$ cat src/rtl/uart_tx_arbiter.sv
`default_nettype none
// ============================================================================
// Module   : uart_tx_arbiter
// Brief    : Packet-granular round-robin arbiter sharing one UART byte port,
//            with a mid-packet stall watchdog.
// Revision : 1.0
// ============================================================================
module uart_tx_arbiter #(
    parameter int NUM_REQ = 4,
    parameter int TIMEOUT = 64
) (
    input  logic                       clk,
    input  logic                       rst,
    input  logic [NUM_REQ*8-1:0]       req_data,
    input  logic [NUM_REQ-1:0]         req_valid,
    input  logic [NUM_REQ-1:0]         req_last,
    output logic [NUM_REQ-1:0]         req_ready,
    output logic [7:0]                 tx_data,
    output logic                       tx_valid,
    input  logic                       tx_ready,
    output logic [$clog2(NUM_REQ)-1:0] grant_id,
    output logic                       busy,
    output logic                       abort
);

    localparam int c_IDX_W = $clog2(NUM_REQ);
    localparam int c_CNT_W = (TIMEOUT > 1) ? $clog2(TIMEOUT + 1) : 1;
    localparam logic [c_CNT_W-1:0] c_CNT_LAST = c_CNT_W'(TIMEOUT - 1);

    typedef enum logic [0:0] {
        S_IDLE = 1'b0,
        S_LOCK = 1'b1
    } state_t;

    state_t               r_state;
    logic [c_IDX_W-1:0]   r_grant;
    logic [c_IDX_W-1:0]   r_rr_ptr;
    logic [c_CNT_W-1:0]   r_stall;
    logic                 r_abort;

    logic [c_IDX_W-1:0]   w_cand;
    logic [c_IDX_W-1:0]   w_pick;
    logic                 w_any;
    logic [c_IDX_W-1:0]   w_next_ptr;
    logic                 w_lock;
    logic                 w_owner_valid;
    logic                 w_owner_last;
    logic                 w_xfer;
    logic                 w_timeout;

    // Scan downward so the candidate closest to r_rr_ptr is written last and wins.
    always_comb begin
        w_cand = '0;
        w_pick = r_rr_ptr;
        w_any  = 1'b0;
        for (int k = NUM_REQ - 1; k >= 0; k--) begin
            w_cand = c_IDX_W'((int'(r_rr_ptr) + k) % NUM_REQ);
            if (req_valid[w_cand]) begin
                w_any  = 1'b1;
                w_pick = w_cand;
            end
        end
    end

    assign w_next_ptr    = (r_grant == c_IDX_W'(NUM_REQ - 1)) ? '0 : r_grant + 1'b1;
    // Outputs are forced quiet while reset is held, even if the state is still LOCK.
    assign w_lock        = (r_state == S_LOCK) && !rst;
    assign w_owner_valid = req_valid[r_grant];
    assign w_owner_last  = req_last[r_grant];
    assign tx_valid      = w_lock && w_owner_valid;
    assign tx_data       = req_data[{r_grant, 3'b000} +: 8];
    assign w_xfer        = tx_valid && tx_ready;
    assign w_timeout     = (TIMEOUT != 0) && w_lock && !w_owner_valid && (r_stall == c_CNT_LAST);

    always_comb begin
        req_ready = '0;
        if (w_lock) begin
            req_ready[r_grant] = tx_ready;
        end
    end

    always_ff @(posedge clk) begin
        if (rst) begin
            r_state  <= S_IDLE;
            r_grant  <= '0;
            r_rr_ptr <= '0;
            r_stall  <= '0;
            r_abort  <= 1'b0;
        end else begin
            r_abort <= 1'b0;
            case (r_state)
                S_IDLE: begin
                    if (w_any) begin
                        r_grant <= w_pick;
                        r_stall <= '0;
                        r_state <= S_LOCK;
                    end
                end
                S_LOCK: begin
                    if (w_xfer && w_owner_last) begin
                        r_state  <= S_IDLE;
                        r_rr_ptr <= w_next_ptr;
                        r_stall  <= '0;
                    end else if (w_xfer) begin
                        r_stall <= '0;
                    end else if (w_timeout) begin
                        r_abort  <= 1'b1;
                        r_state  <= S_IDLE;
                        r_rr_ptr <= w_next_ptr;
                        r_stall  <= '0;
                    end else if (!w_owner_valid && (TIMEOUT != 0)) begin
                        r_stall <= r_stall + 1'b1;
                    end
                end
                default: r_state <= S_IDLE;
            endcase
        end
    end

    assign grant_id = r_grant;
    assign busy     = (r_state == S_LOCK);
    assign abort    = r_abort;

endmodule
`default_nettype wire
$ cat config.mk
export PLATFORM = sky130hd
export DESIGN_NAME = uart_tx_arbiter
export DESIGN_NICKNAME = d
export VERILOG_FILES = /design/src/rtl/uart_tx_arbiter.sv
export SDC_FILE = /design/constraint.sdc
export NUM_CORES = 1
export LEC_CHECK = 0
export CORE_AREA = 2 2 53 65
export CTS_CLUSTER_DIAMETER = 120
export DETAILED_ROUTE_END_ITERATION = 16
export DIE_AREA = 0 0 55 67
export PLACE_DENSITY = 0.73
export SLEW_MARGIN = 5
export SYNTH_ARGS = -nofsm -noshare
export SYNTH_HDL_FRONTEND = slang
export SYNTH_SLANG_ARGS = --single-unit
$ cat constraint.sdc
create_clock -name clk -period 5.2 [get_ports clk]
set_input_delay 0.52 -clock clk [delete_from_list [all_inputs] [get_ports clk]]
set_output_delay 0.52 -clock clk [all_outputs]
set_load 0.02 [all_outputs]
==> summary.txt <==
Run status
  – Status: complete, no violations

Critical path
  – Critical Path Slowest Stage Cell: dfxtp_1
  – CP max stage delay: 0.86 ns
  – Worst-path fanout max: 16
  – Worst path bufs/invs: 1
  – Startpoint types: register
  – Arr. time, crit path: between 2 and 3 ns
  – CP Class: reg2out
  – Top delay family on crit path: flip-flops
  – Req. time, crit path: 4.68 ns
  – Crit end category: output port
  – CP Cell Sequence: mux4_2, nand2_1, nor2_1, clkdlybuf4s50_1

Finish
  – Sequential standard cell area: 260 um2
  – Finished Cell Area: between 1500 and 2000 um2
  – Filler cells: slightly below 300
  – Area growth, synth to finish: 60.3%
  – Layout cells sized above 1: 0.103
  – Final Net Count: 214
  – Antenna diodes: 0
  – Area of the multi-input gates: 734 um2
  – Fin util: 0.555

Yosys
  – Post-synth EDFFs: 0
  – Syn avg cell area: between 9 and 10 um2
  – Mapped Area: 1050 um2
  – Post-synthesis cell count: roughly 110
  – Yosys reg bits: 13
  – Netlist cell types: 38
  – Yosys Warn Count: 0
  – Top_reg_cell synth: dfxtp_1
  – Post-synthesis sequential area ratio: 0.249
  – Mapped Nets: 156
  – Ys async rst share: 0

Detailed routing
  – DRT met1 WL: between 1 and 1.5 mm
  – Metal2 WL: 1.60 mm
  – Iteration count of the initial detailed-routing pass: 2
  – Met3 WL: approximately 400 um
  – Drc violations: 0
  – Highest Signal Layer: met4
  – Iter 0 DRT Violations: 16
  – Via count: 1116
  – Drt total wl: 3.18 mm
  – Post-DRT Antenna Nets: 0
  – Avg Vias per Cell: 5.55
  – Routed len/inst: 15.8 um

Clocking
  – Sink Count: 13
  – CTS clk-pin slew, worst paths: 0.07 ns
  – Clock root cell: clkbuf_4
  – H-tree depth: 1
  – Setup bufs post-CTS: 0
  – Post-CTS resize count: 0
  – CTS Buffer Depth: 2
  – Number of hold buffers added after cts: 0
  – CTS tree: done
  – Clk_lat worst skew: approximately 0.28 ns
  – TritonCTS buffer count: 3

Global route
  – Gr ovfl total: 0
  – Antenna violations before repair: 0
  – First-pass GRT wire length: 4.83 mm
  – Vias in the first global route: 1124
  – Largest net degree at the start of global routing: 17
  – All-Layer GR Usage: 0.178

Placed design
  – DP Area: around 1700 um2
  – Post-DP HPWL: 2.52 mm
  – Port Buffers: roughly 60
  – Routability cong.: 0.793

Floorplan
  – Core footprint: just over 3000 um2
  – Die Width: 55 um
  – Initial Util: 0.346
  – Rows: 22
  – # IOs: 60
  – Die area: 3690 um2
  – Die H: 67 um

STA
  – Period utilization: 0.587
  – RSZ-0062 raised after global routing: no
  – Worst Skew: about 0.0046 ns
  – Pins Over Slew Limit: 0
  – Tmin final: 3.05 ns
  – Hold Violations, Final: 0
  – Final setup violation count: 0
  – Relative slew slack: 0.445
  – Fmax achieved: 0.328 GHz
  – Hold Slack: 0.478 ns
  – Setup TNS: 0 ns
  – Worst Tran Pin Value: between 0.8 and 0.9 ns

Pwr
  – Leak: 0.564 nW
  – Pwr Density: approximately 160 nW/um2
  – Peak supply drop: 142 uV

Flow run
  – Max Cap Viol: 0

Worst hold path
  – Hold crit path type: reg2reg
## per-layer routing
| layer | vias to the layer above | GRT usage |
|---|---|---|
| met5 | - | 0 |
| met4 | 0 | 0.0579 |
| met3 | 7 | 0.0471 |
| met2 | 55 | 0.336 |
| met1 | 517 | 0.180 |
| li1 | 537 | - |
## metrics by stage
step                      setup slack [ns]  power (W)  instances
after floorplan                       3.00   0.000157        108
after global placement                2.37   0.000213        197
after detailed placement              2.37   0.000214        197
after CTS                             2.08   0.000277        201
after global routing                  1.95   0.000290        201
final                                 2.15   0.000274        201
## area by class of cell
| type | count | area share |
|---|---|---|
| Inverter | 6 | 0.0134 |
| Timing Repair Buffer | 59 | 0.352 |
| Clock buffer | 4 | 0.0156 |
| Sequential cell | 13 | 0.155 |
| Multi-Input combinational cell | 83 | 0.437 |
| Tap cell | 36 | 0.0268 |
## synthesized netlist by cell type, drive strengths merged (2+ instances only)
library cell | n | area share
mux4 | 10 | 0.22
dfxtp | 13 | 0.25
nor2b | 4 | 0.024
buf | 3 | 0.018
a21oi | 11 | 0.056
o41ai | 3 | 0.025
and2 | 4 | 0.024
inv | 6 | 0.022
o21ai | 8 | 0.038
and3b | 2 | 0.020
nand2 | 4 | 0.014
o31ai | 3 | 0.022
nor2 | 7 | 0.025
nor4 | 4 | 0.038
nand3 | 2 | 0.0096
or4 | 3 | 0.025
ha | 5 | 0.060
clkbuf | 3 | 0.011
## cell usage in the layout, fill, tap and decap left out, types with 2 or more instances in the layout
cell             count
ha_1                 5
nor2b_1              4
nand2_1              4
nor4_1               3
nor2_1               7
o41ai_1              3
dfxtp_1             13
inv_1                6
o31ai_1              3
clkdlybuf4s50_1     59
a21oi_1             10
or4_1                2
clkbuf_4             3
mux4_2               9
o21ai_1              2
nand3_1              2
and2_1               4
o21ai_0              6
## path summary, 6_finish.rpt
check                                               from                       to  slack [ns]  depth (start not counted)
worst max-delay path            grant_id[0]$_SDFFE_PP0P_                 tx_valid        2.15                          4
worst min-delay path             r_stall[5]$_SDFFE_PP0P_  r_stall[5]$_SDFFE_PP0P_        0.48                          2
worst min register to register   r_stall[5]$_SDFFE_PP0P_  r_stall[5]$_SDFFE_PP0P_        0.48                          2
worst max register to register  grant_id[0]$_SDFFE_PP0P_  r_stall[3]$_SDFFE_PP0P_        2.65                          4
## registers in the layout, summed over array words and instances, names as in the netlist
register	flops
abort	1
busy	1
grant_id	2
r_rr_ptr	2
r_stall	7
## where the power goes
group	internal [W]	switching (W)
Sequential	0.000102	0.00000771
Combinational	0.0000628	0.0000384
Clock	0.0000298	0.0000333
Total	0.000195	0.0000794
## cell families (layout without fill, tap and decap cells)
| family | after synthesis | after routing | share of synthesized area |
|---|---|---|---|
| buf+inv | 12 | 69 | 0.0502 |
| flops | 13 | 13 | 0.249 |
| fa+ha+maj | 5 | 5 | 0.0597 |
| mux | 10 | 10 | 0.219 |
| compound gates | 30 | 30 | 0.185 |
| simple gates | 38 | 38 | 0.238 |
## worst min-delay path: cells and delay by family, from the launching register on
family | cells | cell delay [ns]
AO/OA/AOI/OAI | 2 | 0.11
flip-flops | 1 | 0.32
No activity file was read; power rests on OpenSTA's default activity.
